===== config.mk =====
export PLATFORM = sky130hd
export DESIGN_NAME = alu_issue_ctrl
export DESIGN_NICKNAME = d
export VERILOG_FILES = /design/src/rtl/alu_issue_ctrl_pkg.sv /design/src/rtl/alu_issue_decode.sv /design/src/rtl/alu_issue_ctrl.sv
export SDC_FILE = /design/constraint.sdc
export NUM_CORES = 1
export LEC_CHECK = 0
export CAP_MARGIN = 20
export CORE_MARGIN = 5
export CORE_UTILIZATION = 42
export DETAILED_ROUTE_END_ITERATION = 7
export GPL_ROUTABILITY_DRIVEN = 0
export GPL_TIMING_DRIVEN = 0
export PLACE_DENSITY = 0.91
export SETUP_SLACK_MARGIN = 0.5
export SLEW_MARGIN = 5
export SYNTH_ARGS = -nofsm -noshare
export SYNTH_HDL_FRONTEND = slang
export SYNTH_SLANG_ARGS = --single-unit

===== constraint.sdc =====
create_clock -name clk -period 3.5 [get_ports clk]
set_input_delay 0.525 -clock clk [delete_from_list [all_inputs] [get_ports clk]]
set_output_delay 0.525 -clock clk [all_outputs]
set_load 0.02 [all_outputs]

===== src/rtl/alu_issue_ctrl_pkg.sv =====
// Shared constants for the ALU issue controller: MIPS opcode/funct encodings,
// ALU control codes, FSM state encoding and operand-B source selection.
package alu_issue_ctrl_pkg;

   localparam logic [5:0] OP_RTYPE = 6'b000000;
   localparam logic [5:0] OP_LW    = 6'b100011;
   localparam logic [5:0] OP_SW    = 6'b101011;
   localparam logic [5:0] OP_ADDI  = 6'b001000;
   localparam logic [5:0] OP_ANDI  = 6'b001100;
   localparam logic [5:0] OP_ORI   = 6'b001101;
   localparam logic [5:0] OP_SLTI  = 6'b001010;
   localparam logic [5:0] OP_BEQ   = 6'b000100;
   localparam logic [5:0] OP_BNE   = 6'b000101;

   localparam logic [5:0] FN_ADD = 6'b100000;
   localparam logic [5:0] FN_SUB = 6'b100010;
   localparam logic [5:0] FN_AND = 6'b100100;
   localparam logic [5:0] FN_OR  = 6'b100101;
   localparam logic [5:0] FN_SLT = 6'b101010;

   localparam logic [3:0] CTL_AND = 4'b0000;
   localparam logic [3:0] CTL_OR  = 4'b0001;
   localparam logic [3:0] CTL_ADD = 4'b0010;
   localparam logic [3:0] CTL_SUB = 4'b0110;
   localparam logic [3:0] CTL_SLT = 4'b0111;

   typedef enum logic [1:0] {
      S_IDLE    = 2'd0,
      S_ISSUE   = 2'd1,
      S_CAPTURE = 2'd2
   } state_t;

   typedef enum logic [1:0] {
      BSEL_RT   = 2'd0,
      BSEL_SEXT = 2'd1,
      BSEL_ZEXT = 2'd2
   } bsel_t;

endpackage


===== src/rtl/alu_issue_decode.sv =====
// Combinational decode of a MIPS instruction into ALU control code, operand B
// and branch/illegal flags. Unsupported encodings report illegal with ctl=AND.
module alu_issue_decode
   import alu_issue_ctrl_pkg::*;
#(
   parameter int WIDTH = 32
) (
   input  logic [5:0]       i_opcode,
   input  logic [5:0]       i_funct,
   input  logic [15:0]      i_imm16,
   input  logic [WIDTH-1:0] i_rt_val,
   output logic [3:0]       o_ctl,
   output logic [WIDTH-1:0] o_b_val,
   output logic             o_is_beq,
   output logic             o_is_bne,
   output logic             o_illegal
);

   bsel_t            w_bsel;
   logic [WIDTH-1:0] w_sext;
   logic [WIDTH-1:0] w_zext;

   assign w_sext = {{(WIDTH-16){i_imm16[15]}}, i_imm16};
   assign w_zext = {{(WIDTH-16){1'b0}}, i_imm16};

   always_comb begin
      o_ctl     = CTL_AND;
      w_bsel    = BSEL_RT;
      o_is_beq  = 1'b0;
      o_is_bne  = 1'b0;
      o_illegal = 1'b0;
      case (i_opcode)
         OP_RTYPE: begin
            case (i_funct)
               FN_ADD:  o_ctl = CTL_ADD;
               FN_SUB:  o_ctl = CTL_SUB;
               FN_AND:  o_ctl = CTL_AND;
               FN_OR:   o_ctl = CTL_OR;
               FN_SLT:  o_ctl = CTL_SLT;
               default: o_illegal = 1'b1;
            endcase
         end
         OP_LW, OP_SW, OP_ADDI: begin
            o_ctl  = CTL_ADD;
            w_bsel = BSEL_SEXT;
         end
         OP_ANDI: begin
            o_ctl  = CTL_AND;
            w_bsel = BSEL_ZEXT;
         end
         OP_ORI: begin
            o_ctl  = CTL_OR;
            w_bsel = BSEL_ZEXT;
         end
         OP_SLTI: begin
            o_ctl  = CTL_SLT;
            w_bsel = BSEL_SEXT;
         end
         OP_BEQ: begin
            o_ctl    = CTL_SUB;
            o_is_beq = 1'b1;
         end
         OP_BNE: begin
            o_ctl    = CTL_SUB;
            o_is_bne = 1'b1;
         end
         default: o_illegal = 1'b1;
      endcase
   end

   always_comb begin
      o_b_val = i_rt_val;
      case (w_bsel)
         BSEL_SEXT: o_b_val = w_sext;
         BSEL_ZEXT: o_b_val = w_zext;
         default:   o_b_val = i_rt_val;
      endcase
   end

endmodule


===== src/rtl/alu_issue_ctrl.sv =====
// Issues one decoded instruction at a time to an external combinational MIPS
// ALU, captures ALUOut/zero, resolves beq/bne and returns the result.
module alu_issue_ctrl
   import alu_issue_ctrl_pkg::*;
#(
   parameter int WIDTH = 32,
   parameter int CTL_W = 4
) (
   input  logic             clk,
   input  logic             reset,
   input  logic             in_valid,
   output logic             in_ready,
   input  logic [5:0]       opcode,
   input  logic [5:0]       funct,
   input  logic [15:0]      imm16,
   input  logic [WIDTH-1:0] rs_val,
   input  logic [WIDTH-1:0] rt_val,
   output logic [WIDTH-1:0] alu_a,
   output logic [WIDTH-1:0] alu_b,
   output logic [CTL_W-1:0] alu_ctl,
   input  logic [WIDTH-1:0] alu_out,
   input  logic [1:0]       alu_zero,
   output logic             out_valid,
   input  logic             out_ready,
   output logic [WIDTH-1:0] result,
   output logic             branch_taken,
   output logic             illegal,
   output logic [1:0]       o_dbg_state
);

   // Handshakes: a transfer happens on a rising edge where valid && ready.
   // in_ready is high only in IDLE; out_valid stays high with result/flags
   // frozen until out_ready is seen.

   state_t           r_state;
   logic             r_in_ready;
   logic             r_out_valid;
   logic [WIDTH-1:0] r_alu_a;
   logic [WIDTH-1:0] r_alu_b;
   logic [CTL_W-1:0] r_alu_ctl;
   logic [WIDTH-1:0] r_result;
   logic             r_taken;
   logic             r_illegal;
   logic             r_pend_beq;
   logic             r_pend_bne;
   logic             r_pend_ill;

   logic [3:0]       w_dec_ctl;
   logic [WIDTH-1:0] w_dec_b;
   logic             w_dec_beq;
   logic             w_dec_bne;
   logic             w_dec_ill;
   logic             w_zero;
   logic             w_accept;
   logic             w_zero_unused;

   alu_issue_decode #(.WIDTH(WIDTH)) u_decode (
      .i_opcode  (opcode),
      .i_funct   (funct),
      .i_imm16   (imm16),
      .i_rt_val  (rt_val),
      .o_ctl     (w_dec_ctl),
      .o_b_val   (w_dec_b),
      .o_is_beq  (w_dec_beq),
      .o_is_bne  (w_dec_bne),
      .o_illegal (w_dec_ill)
   );

   // Only bit 0 of the ALU zero bus carries information.
   assign w_zero        = alu_zero[0];
   assign w_zero_unused = alu_zero[1];
   assign w_accept      = in_valid && r_in_ready;

   always_ff @(posedge clk) begin
      if (reset) begin
         r_state     <= S_IDLE;
         r_in_ready  <= 1'b1;
         r_out_valid <= 1'b0;
         r_alu_a     <= '0;
         r_alu_b     <= '0;
         r_alu_ctl   <= CTL_W'(CTL_AND);
         r_result    <= '0;
         r_taken     <= 1'b0;
         r_illegal   <= 1'b0;
         r_pend_beq  <= 1'b0;
         r_pend_bne  <= 1'b0;
         r_pend_ill  <= 1'b0;
      end else begin
         case (r_state)
            S_IDLE: begin
               if (w_accept) begin
                  r_pend_beq <= w_dec_beq;
                  r_pend_bne <= w_dec_bne;
                  r_pend_ill <= w_dec_ill;
                  // An illegal op leaves the ALU inputs untouched.
                  if (!w_dec_ill) begin
                     r_alu_a   <= rs_val;
                     r_alu_b   <= w_dec_b;
                     r_alu_ctl <= CTL_W'(w_dec_ctl);
                  end
                  r_in_ready <= 1'b0;
                  r_state    <= S_ISSUE;
               end
            end
            S_ISSUE: begin
               r_result    <= r_pend_ill ? '0 : alu_out;
               r_taken     <= !r_pend_ill &&
                              ((r_pend_beq && w_zero) || (r_pend_bne && !w_zero));
               r_illegal   <= r_pend_ill;
               r_out_valid <= 1'b1;
               r_state     <= S_CAPTURE;
            end
            S_CAPTURE: begin
               if (out_ready) begin
                  r_out_valid <= 1'b0;
                  r_in_ready  <= 1'b1;
                  r_state     <= S_IDLE;
               end
            end
            default: begin
               r_out_valid <= 1'b0;
               r_in_ready  <= 1'b1;
               r_state     <= S_IDLE;
            end
         endcase
      end
   end

   assign in_ready     = r_in_ready;
   assign out_valid    = r_out_valid;
   assign alu_a        = r_alu_a;
   assign alu_b        = r_alu_b;
   assign alu_ctl      = r_alu_ctl;
   assign result       = r_result;
   assign branch_taken = r_taken;
   assign illegal      = r_illegal;
   assign o_dbg_state  = r_state;

endmodule


* Word-level counts from Yosys, hierarchy flattened
Index checks and enable logic that the tools add are counted.
Word-level totals: input port bits 130, output and inout port bits 106, bits in registers 109, logic and storage cells 71
Cells by class: multiplexer cells 17, equal/unequal tests 19, bitwise logic cells 3, reductions and logical operators 20
Operator list (number):
- $pmux 32 s2 | 1
- $eq 6x6->1 const B | 7
- $mux 32 | 1
- $eq 6x4->1 const B | 4
- $pmux 4 s5 | 1
- $eq 6x3->1 const B | 2
- $pmux 3 s4 | 1
- $reduce_or 8->1 | 1
- $logic_not 6->1 | 1
- $mux 1 | 6
- $pmux 1 s3 | 2
- $pmux 2 s3 | 1
- $reduce_and 2->1 | 3
- $reduce_and 3->1 | 2
- $reduce_or 5->1 | 1
- $eq 2x1->1 const B | 2
- $eq 2x2->1 const B | 2
- $logic_and 1x1->1 | 4
- $mux 2 | 2
- $ne 2x2->1 const B | 2
- $pmux 2 s2 | 1
- $reduce_or 2->1 | 2
- $reduce_or 4->1 | 1
- $not 1->1 | 3
- 5 further kinds | 6

* Depth between registers and ports, before layout
word-level depth 6, mapped depth 12, gate-level depth less buffers 9

* By module
A second synthesis with hierarchy kept.
Second synthesis, totals: cell total of the unflattened synthesis 598, area total of the unflattened synthesis 4987.3 µm²
By module, submodules not included:
- alu_issue_ctrl | times used 1, sequential area each 2182.1 µm², area each 4347.9 µm², cells each 493
- alu_issue_decode | times used 1, sequential area each 0.0 µm², area each 639.4 µm², cells each 105

* Least setup slack after synthesis
OpenSTA, ideal clock, no wires.
path type in2reg, from in opcode[0], to reg r_alu_b[10], in the netlist alu_b[10], library setup time 121 ps, slack 728 ps, stages on the path 12, arrival 2650 ps, path through buf_4 nor3b_1 a31oi_1 or3_1 ha_1 clkbuf_1 o21ba_2 clkbuf_1 clkbuf_1 a22oi_1 nor2_1 mux2_4
Between the ends: longest elaborated chain between the ends 5
RTL lines:
- start, declared | line alu_issue_ctrl.sv:13 | input logic [5:0] opcode,
- $eq 6x6->1, or another cell as far along | line alu_issue_decode.sv:32 | case (i_opcode)
- $reduce_or 4->1 (no source line), or another cell as far along
- $pmux 2 s2 / $pmux 1 s2 (equally long branches) | line alu_issue_decode.sv:32
- $eq 2x2->1, or another cell as far along | line alu_issue_decode.sv:73 | case (w_bsel)
- $pmux 32 s2 / $reduce_and 3->1 (equally long branches)
- end signal, assigned | line alu_issue_ctrl.sv:98 | r_alu_b <= w_dec_b;
- end, declared | line alu_issue_ctrl.sv:39 | logic [WIDTH-1:0] r_alu_b;
Several ways; a longest one is shown, not always the timed one. A chain may end at the register's enable or synchronous reset.

* Worst setup path in the final report
from in opcode[3], to reg r_alu_b[2], in the netlist alu_b[2]
The elaborated chain is that of the path after synthesis.

==> PnR_summary.wiki <==
{| class="wikitable"
! Metric !! Value
|-
| Flops & latches, synth || 108
|-
| Port buffer count || 230
|-
| Die outline height || 121.4 um
|-
| Total vias in the final route || 4,818
|-
| Insertion delay to the later sink of the worst-skew pair || 0.34 ns
|-
| Main flop type after synthesis || sky130_fd_sc_hd__dfxtp_1
|-
| Final worst path period share || 0.7998
|-
| Clock skew || 0.007737 ns
|-
| Hold Crit Depth || 2
|-
| Final hold viol count || 0
|-
| CTS clk-pin slew, worst paths || 0.07 ns
|-
| Setup crit start || opcode[3]
|-
| Antenna violations before repair || 1
|-
| Syn nets || 694
|-
| Number of cells on the worst reg-to-reg path || 6
|-
| Hold Path Class || reg2reg
|-
| CTS Root Buffer Type || sky130_fd_sc_hd__clkbuf_16
|-
| Total Wirelength || 15,780 um
|-
| Biggest fanout along the worst timing path || 10
|-
| Total number of placement rows || 40
|-
| Max-slew headroom at the worst pin || 0.5090
|-
| Initial detailed-routing violation count || 228
|-
| Async set-reset flop share out of synthesis || 0
|-
| Final Setup Violations || 0
|-
| Type of element capturing the critical path || flip-flop
|-
| Dpl hpwl || 12,030 um
|-
| Final Total Pwr || 2.925 mW
|-
| Post-synthesis to final-layout area growth || 56.36%
|-
| Dpl cells || 960
|-
| Clock Tree Buf Depth || 2
|-
| Maximum number of pins on one net before global-route repair || 20
|-
| Post-detailed-route wirelength per cell || 16.13 um
|-
| Worst setup SP type || input port
|-
| Total Neg Setup Slack || 0 ns
|-
| Warnings, synthesis || 0
|-
| Ports placed on the boundary || 236
|-
| Floorplan core area || 0.01211 mm2
|-
| Count of TritonRoute iterations in the first routing pass || 4
|-
| Worst Max-Slew Pin Slew || 0.7179 ns
|-
| Clock period minus worst slack || 2.799 ns
|-
| Launch point of the worst reg-to-reg path || o_dbg_state[0]$_SDFFE_PP0P_
|-
| Leakage || 3.063 nW
|-
| R2r endpoint || alu_a[15]$_SDFFE_PP0P_
|-
| Sink of the worst hold path || alu_a[22]$_SDFFE_PP0P_
|-
| Outcome || completed
|-
| Count of placed standard cells in the final layout, fillers left out || 978
|-
| Critical Path RT || 3.73 ns
|-
| Fraction of layout instances using a drive strength above 1 || 0.09518
|-
| Ratio of routed vias to standard cells || 4.926
|-
| Initial core utilization || 0.4306
|-
| Number of standard cells after synthesis || 562
|-
| Critical path type || in2reg
|-
| Number of nets still failing antenna checks after routing || 0
|-
| First-pass GRT wire length || 23,720 um
|-
| Die footprint || 0.01475 mm2
|-
| Slew Viols, Final || 0
|-
| Achievable Freq || 0.3572 GHz
|-
| Syn_area_per_cell || 9.279 um2
|-
| Number of sinks handled by clock tree synthesis || 108
|-
| Power per Cell Area || 358.7 mW/mm2
|-
| Post-route worst setup slack || 0.7008 ns
|-
| All-layer global routing usage || 0.2019
|-
| Data arrival, critical path || 3.03 ns
|-
| Number of max-cap violations || 0
|-
| Count of cell types in the netlist || 42
|-
| Number of synthesized flops with an enable pin || 0
|-
| CTS Buf Count || 9
|-
| Final layout net count || 936
|-
| Total number of H-tree levels || 3
|-
| Reg-to-reg setup timing slack || 1.56 ns
|-
| Worst Setup Slack post-DPL || -0.2535 ns
|-
| Mapped cell area || 0.005215 mm2
|-
| DRC viols || 0
|-
| Vias in the first global route || 4,823
|-
| Floorplan die width || 121.4 um
|-
| Global-route congestion overflow total || 0
|-
| Part of the Yosys area used for sequential elements || 0.4146
|-
| Clock tree from TritonCTS || yes
|-
| Hold path start || alu_a[22]$_SDFFE_PP0P_
|-
| Worst-case vdd ir drop || 0.0002214 V
|-
| Setup repair after global routing missed its margin || false
|}
how the worst max path moves through the flow:
stage                              to  depth (start not counted)
6_report        alu_b[2]$_SDFFE_PP0P_                         12
5_1_grt         alu_b[2]$_SDFFE_PP0P_                         12
4_1_cts         alu_b[9]$_SDFFE_PP0P_                         13
3_5_place_dp    alu_b[9]$_SDFFE_PP0P_                         12
3_3_place_gp   alu_b[10]$_SDFFE_PP0P_                         12
2_1_floorplan  alu_b[10]$_SDFFE_PP0P_                         12
flip-flops by register name, summed over array words and instances, names as in the netlist:
name,count
alu_a,32
alu_b,32
alu_ctl,3
branch_taken,1
illegal,1
in_ready,1
o_dbg_state,2
out_valid,1
r_pend_beq,1
r_pend_bne,1
r_pend_ill,1
result,32
worst max-delay path, cell delays in order:
cell,delay (ns)
sky130_fd_sc_hd__dlygate4sd2_1,0.36
sky130_fd_sc_hd__nor3b_2,0.21
sky130_fd_sc_hd__a31oi_1,0.06
sky130_fd_sc_hd__or3_4,0.41
sky130_fd_sc_hd__ha_4,0.28
sky130_fd_sc_hd__clkbuf_8,0.14
sky130_fd_sc_hd__o21ba_2,0.15
sky130_fd_sc_hd__buf_4,0.17
sky130_fd_sc_hd__clkbuf_8,0.18
sky130_fd_sc_hd__a22oi_1,0.18
sky130_fd_sc_hd__nor2_1,0.08
sky130_fd_sc_hd__mux2_4,0.28
placed cells by master, fill, tap and decap left out, types with 2 or more instances in the layout:
cell / n
sky130_fd_sc_hd__a22oi_1: 10
sky130_fd_sc_hd__clkdlybuf4s50_1: 228
sky130_fd_sc_hd__nor2b_1: 38
sky130_fd_sc_hd__nor3_1: 6
sky130_fd_sc_hd__nand2b_1: 70
sky130_fd_sc_hd__clkbuf_1: 29
sky130_fd_sc_hd__dfxtp_1: 108
sky130_fd_sc_hd__inv_6: 2
sky130_fd_sc_hd__bufinv_16: 2
sky130_fd_sc_hd__mux2_1: 5
sky130_fd_sc_hd__inv_1: 5
sky130_fd_sc_hd__clkbuf_16: 9
sky130_fd_sc_hd__buf_1: 5
sky130_fd_sc_hd__nor3b_1: 35
sky130_fd_sc_hd__o211ai_1: 2
sky130_fd_sc_hd__and3b_1: 2
sky130_fd_sc_hd__clkbuf_8: 2
sky130_fd_sc_hd__mux2_4: 29
sky130_fd_sc_hd__nor2_1: 74
sky130_fd_sc_hd__a211oi_1: 2
sky130_fd_sc_hd__buf_2: 3
sky130_fd_sc_hd__mux2i_1: 34
sky130_fd_sc_hd__a21oi_1: 55
sky130_fd_sc_hd__buf_6: 6
sky130_fd_sc_hd__buf_4: 7
sky130_fd_sc_hd__nor4bb_1: 3
sky130_fd_sc_hd__nand4_1: 2
sky130_fd_sc_hd__a22oi_2: 6
sky130_fd_sc_hd__nor4_1: 2
layout make-up:
type,instances,area (um2)
plain buffers,52,287.8
inverters,5,18.77
diodes,1,2.502
flip-flops and latches,108,2162
fillers,965,3958
clock buffers,9,225.2
well taps,168,210.2
clock inverters,7,105.1
repair buffers,231,2311
multi-input cells,397,2831
routing by layer:
layer  share of wire  GRT usage  up-vias  routed length, um
li1                -          -     2384                  -
met1            0.41     0.2353     2245               6532
met2            0.49     0.3472      166               7735
met3           0.073    0.05548       23               1147
met4           0.023    0.08403        0                363
met5               0          0        -                  0
metrics by stage:
stage | hold WS (ns) | cell area (um2) | util
after global routing | 0.4897 | 8154 | 0.6732
after detailed placement | 0.4637 | 7727 | 0.6380
after floorplan | 0.4562 | 5215 | -
after global placement | 0.4565 | 7727 | 0.6380
final | 0.4679 | 8154 | 0.6732
after CTS | 0.4733 | 8084 | 0.6675
power breakdown:
| part | internal (mW) | switching, mW | leakage [nW] |
|---|---|---|---|
| Combinational | 0.292 | 0.234 | 2.03 |
| Sequential | 1.27 | 0.0211 | 0.874 |
| Clock | 0.639 | 0.474 | 0.159 |
| Total | 2.20 | 0.729 | 3.06 |
cell families (layout without fill, tap and decap cells):
logic type | count (synthesis) | after routing | synth area share
AOI/OAI and AO/OA | 84 | 84 | 0.09669
adders and majority gates | 2 | 2 | 0.004798
buffers and inverters | 57 | 304 | 0.05254
DFF | 108 | 108 | 0.4146
muxes | 68 | 68 | 0.1595
other | 1 | 2 | 0.0007191
and+or+nand+nor | 242 | 242 | 0.2711
Yosys cell counts (all sizes together) (3+ instances only):
cell type	count	area share
nor2b	38	0.046
a21oi	55	0.053
buf	18	0.024
mux2	34	0.094
nor2	74	0.053
nor3b	36	0.052
nor3	6	0.0058
inv	5	0.0036
a22oi	16	0.023
nor4bb	3	0.0058
nand2b	70	0.084
clkbuf	34	0.024
dfxtp	108	0.41
mux2i	34	0.065
timing repair:
item | CTS | global route
hold buffers | 0 | 0
pin swaps | 0 | 2
gates resized for setup | 11 | 14
setup endpoints to repair | 26 | 23
setup buffers | 0 | 1
Power figures use the tool's default switching activity.
